## config.mk

```make
export PLATFORM = sky130hd
export DESIGN_NAME = uart_tx_fifo
export DESIGN_NICKNAME = d
export VERILOG_FILES = /design/src/rtl/uart_tx_fifo.sv
export SDC_FILE = /design/constraint.sdc
export NUM_CORES = 1
export LEC_CHECK = 0
export ABC_AREA = 1
export CAP_MARGIN = 15
export CORE_UTILIZATION = 25
export DETAILED_ROUTE_END_ITERATION = 6
export PLACE_DENSITY = 0.41
export SETUP_SLACK_MARGIN = 0.4
export SLEW_MARGIN = 10
export SYNTH_ARGS = -nofsm -noshare
export SYNTH_HDL_FRONTEND = slang
export SYNTH_SLANG_ARGS = --single-unit
```

## constraint.sdc

```tcl
create_clock -name clk -period 4.2 [get_ports clk]
set_input_delay 1.26 -clock clk [delete_from_list [all_inputs] [get_ports clk]]
set_output_delay 1.26 -clock clk [all_outputs]
set_load 0.01 [all_outputs]
```

## src/rtl/uart_tx_fifo.sv

```systemverilog
// Byte FIFO feeding a UART transmitter. Bytes are drained one at a time as tx_enable pulses,
// and a fixed gap between pulses covers one full frame because the UART has no busy flag.
module uart_tx_fifo #(
    parameter int DEPTH       = 16,
    parameter int ADDR_W      = 4,
    parameter int BYTE_CYCLES = 1100
) (
    input  logic              clk,
    input  logic              rst,
    input  logic [7:0]        wr_data,
    input  logic              wr_en,
    output logic              full,
    output logic              empty,
    output logic [ADDR_W:0]   count,
    output logic              overflow,
    output logic [7:0]        tx_byte,
    output logic              tx_enable
);

    localparam int                GAP_W    = $clog2(BYTE_CYCLES);
    localparam logic [GAP_W-1:0]  GAP_INIT = GAP_W'(BYTE_CYCLES - 1);
    localparam logic [ADDR_W:0]   FULL_CNT = (ADDR_W + 1)'(DEPTH);

    typedef enum logic [1:0] {
        S_IDLE,
        S_LOAD,
        S_SEND,
        S_WAIT
    } state_t;

    logic [7:0]        r_mem [DEPTH];
    logic [ADDR_W-1:0] r_wp;
    logic [ADDR_W-1:0] r_rp;
    logic [ADDR_W:0]   r_count;
    logic              r_full;
    logic              r_empty;
    logic              r_overflow;
    logic [7:0]        r_tx_byte;
    logic [GAP_W-1:0]  r_gap;
    state_t            r_state;

    state_t            w_state_next;
    logic              w_wr;
    logic              w_pop;
    logic              w_gap_load;
    logic [ADDR_W:0]   w_count_next;

    // full is the registered flag from the start of the cycle, so a pop in the same cycle
    // does not open a slot for the incoming byte.
    assign w_wr = wr_en && !r_full;

    // NOTE: the storage array has no reset; the pointers and count alone define which
    // entries are valid, and leaving it unreset lets it map onto plain RAM.
    always_ff @(posedge clk) begin
        if (w_wr) begin
            r_mem[r_wp] <= wr_data;
        end
    end

    // NOTE: every output of this block gets a default first, so no path can infer a latch.
    always_comb begin
        w_state_next = r_state;
        w_pop        = 1'b0;
        w_gap_load   = 1'b0;
        unique case (r_state)
            S_IDLE: begin
                if (!r_empty) begin
                    w_state_next = S_LOAD;
                end
            end
            S_LOAD: begin
                w_pop        = 1'b1;
                w_state_next = S_SEND;
            end
            S_SEND: begin
                w_gap_load   = 1'b1;
                w_state_next = S_WAIT;
            end
            S_WAIT: begin
                if (r_gap <= GAP_W'(1)) begin
                    w_state_next = r_empty ? S_IDLE : S_LOAD;
                end
            end
            default: w_state_next = S_IDLE;
        endcase
    end

    always_comb begin
        w_count_next = r_count;
        case ({w_wr, w_pop})
            2'b10:   w_count_next = r_count + 1'b1;
            2'b01:   w_count_next = r_count - 1'b1;
            default: w_count_next = r_count;
        endcase
    end

    // NOTE: state registers use non-blocking assignments so every flop samples pre-edge values.
    always_ff @(posedge clk or posedge rst) begin
        if (rst) begin
            r_state    <= S_IDLE;
            r_wp       <= '0;
            r_rp       <= '0;
            r_count    <= '0;
            r_full     <= 1'b0;
            r_empty    <= 1'b1;
            r_overflow <= 1'b0;
            r_tx_byte  <= 8'h00;
            r_gap      <= '0;
        end else begin
            r_state    <= w_state_next;
            r_count    <= w_count_next;
            r_full     <= (w_count_next == FULL_CNT);
            r_empty    <= (w_count_next == '0);
            r_overflow <= wr_en && r_full;
            if (w_wr) begin
                r_wp <= r_wp + 1'b1;
            end
            if (w_pop) begin
                r_rp      <= r_rp + 1'b1;
                r_tx_byte <= r_mem[r_rp];
            end
            // The gap is loaded in SEND and leaves WAIT at 1, giving BYTE_CYCLES+1 between pulses.
            if (w_gap_load) begin
                r_gap <= GAP_INIT;
            end else if (r_state == S_WAIT && r_gap != '0) begin
                r_gap <= r_gap - 1'b1;
            end
        end
    end

    assign full      = r_full;
    assign empty     = r_empty;
    assign count     = r_count;
    assign overflow  = r_overflow;
    assign tx_byte   = r_tx_byte;
    assign tx_enable = (r_state == S_SEND);

endmodule

```

==> impl_results.md <==
- Nets: 721
- Skew-Pair Late Insertion Delay: 430 ps
- Die area: 29550 sq um
- Setup tns final: 0 ps
- Sequential-to-total area share from yosys stat: 66.11%
- Top cells by area, synth: edfxtp_1 (53%), dfrtp_1 (12%), nand2_1 (8.3%)
- GPL Wtd Cong: 0.7660
- Area grow syn2layout: 17.51%
- Worst-path fanout max: 7
- Endpoints failing hold: 0
- Initial Utilization: 25.69%
- WHS: 484.1 ps
- Final wirelength: 17.23 mm
- CTS tree: done
- Layout fillers: 2904
- Sw frac: 39.47%
- Top-Level Pins: 28
- Clock Power Share: 26.4%
- Final Cycle Share: 76.59%
- CTS Buf Count: 17
- GRT overflow: 0
- Vias in the first global route: 4781
- Status: completed
- Die Ht: 171.9 um
- Worst R2R Setup Slack: 1640 ps
- Post-Synthesis Cells: 658
- Vias/cell: 4.329
- Max H-tree Level: 4
- Minimum clock period: 3217 ps
- Cts repair resizes: 0
- Synth Register Bits: 165
- Total GRT Usage: 12.57%
- Reg2reg end: full
- Layout Skew: 14.93 ps
- Worst Reg2Reg Path Length in Cells: 14
- Port buffer count: 27
- Clk slew on worst S/H paths: 80 ps
- Hold EP: tx_byte[3]
- Worst hold path startpoint: tx_byte[3]
- Synthesized Nets: 685
- Initial antenna violation count: 0
- Mapped Area: 7217 sq um
- Routed vias: 4697
- Pin count of the biggest net entering global routing: 55
- DRC: 0
- RSZ-0062 raised after global routing: no
- First-pass GRT wire length: 27.26 mm
- Clock root buffer master: clkbuf_16
- Post-synth EDFFs: 128
- Critical Path End Type: output pin
- Slew Limit Fails: 0
- Crit start category: flip-flop
- Syn_area_per_cell: 10.97 sq um
- Crit Path Category: flip-flop to output pin
- Max Root-Sink Buffers: 2
- Commonest cells after routing, fill and taps aside: nand2_1 (160), edfxtp_1 (128), nor2_1 (72)
- Top FF cell, synth: edfxtp_1
- Worst Max-Slew Pin Slew: 872.7 ps
- Sequential fraction of design power: 38.9%
- Post-DRT Antenna Nets: 0
- Core area: 28090 sq um
- Fmax: 310.9 MHz
- Hold-fix buffers, CTS: 0
- Int Power: 3505 uW
- PwrDens: 682.8 nW/um^2
- Die W: 171.9 um
- RR Startpoint: r_state[1]
- Yosys warning count: 0
- Rows: 61
- HP Class: flip-flop to flip-flop
- Max_cap viols: 0
- Async set-reset flop share out of synthesis: 22.42%
- Maximum VDD drop: 0.2556 mV
- ANT cells: 0
- Critical Path RT: 2940 ps
- Logic gate share of total power: 34.7%
- Count of different cell masters after synthesis: 34
- Rel. slew slack: 41.74%
- Hold depth: 2
- Share of cells above drive strength 1: 10.04%
- Wirelength per Cell: 15.88 um
- Leak pwr: 0.003207 uW
- Number of detailed-route iterations in the first pass: 4
- Crit path DAT: 1960 ps
- # setup viols final: 0
- Dominant cell type by area after synthesis: edfxtp_1
- Sinks on Clock Net: 165
- Top-area cell type share of the netlist area: 53.26%
- DR iter-0 viols: 260
- Setup Buffers After CTS: 0
- Most common cell after layout, fill and taps aside: nand2_1
- Hpwl dp: 11.31 mm
- Switching power: 2286 uW
-- state kept, by name, indices dropped and copies added (netlist names) --
signal    flops
empty         1
r_state       2
overflow      1
full          1
r_mem       128
r_rp          4
r_gap        11
count         5
tx_byte       8
r_wp          4
-- synthesized netlist by cell type, types with 5 or more instances --
master,number
nor2_2,7
o21ai_0,36
nor2_1,72
buf_6,6
buf_2,8
nand4_1,5
a21boi_1,6
o22ai_1,12
nand3_1,47
edfxtp_1,128
a21oi_1,21
nand2_1,160
ha_1,16
buf_4,5
nand2_2,6
a21boi_0,6
inv_1,36
xor2_1,7
dfrtp_1,36
o21ai_1,12
-- critical path, cell delays in order, from the launching register on --
cell and delay [ps]:
dfrtp_1 440, inv_1 140, ha_1 360, clkdlybuf4s50_1 600
-- how the worst max path moves through the flow --
stage / start / end / slack, ps / cells past startpoint
floorplan: wr_en / full / 1140 / 14
CTS: r_state[0] / tx_enable / 940 / 3
detailed placement: wr_en / full / 630 / 15
finish: r_state[0] / tx_enable / 980 / 3
global placement: wr_en / full / 690 / 15
global route: wr_en / full / 840 / 15
-- power by group through the flow --
| stage | clock (uW) | sequential [uW] | combinational, uW |
|---|---|---|---|
| after CTS | 1560 | 2260 | 2060 |
| final | 1530 | 2250 | 2010 |
| after global placement | 0 | 2280 | 2020 |
| after global routing | 1610 | 2290 | 2310 |
| after floorplan | 0 | 2230 | 1420 |
| after detailed placement | 0 | 2290 | 2050 |
-- cells by family after synthesis --
group / after synthesis / synth area share (%)
AND/OR/NAND/NOR: 308 / 18.31
flip-flops: 165 / 66.11
adder cells (fa/ha/maj): 16 / 2.774
AO/OA/AOI/OAI: 95 / 7.299
buffers and inverters: 65 / 4.421
XOR/XNOR: 9 / 1.092
-- per-stage QoR --
stage / area [sq um] / utilization (%) / total power [uW] / cells / setup slack [ps]
after global placement: 7901 / 28.13 / 4303 / 1053 / 690.9
after floorplan: 7217 / - / 3648 / 658 / 1143
final: 8481 / 30.19 / 5791 / 1085 / 983.0
after global routing: 8481 / 30.19 / 6215 / 1085 / 840.2
after detailed placement: 7901 / 28.13 / 4339 / 1053 / 632.6
after CTS: 8481 / 30.19 / 5872 / 1085 / 943.2
-- layer usage --
layer	routed length, um	GRT usage, %	vias up
met5	0	0	-
met4	243	4.579	0
met3	435	2.152	15
met2	8372	20.88	64
met1	8174	16.41	2304
li1	-	-	2314
-- cell type report --
class / instances / area (sq um) / share of cell area (%)
tap: 378 / 473.0 / 5.577
multi-input combinational: 428 / 2127 / 25.08
clock buffer: 17 / 425.4 / 5.016
timing repair buffer: 41 / 375.4 / 4.426
clock inverter: 15 / 153.9 / 1.815
sequential: 165 / 4772 / 56.27
inverter: 41 / 153.9 / 1.815
(Power assumes the default switching activity.)
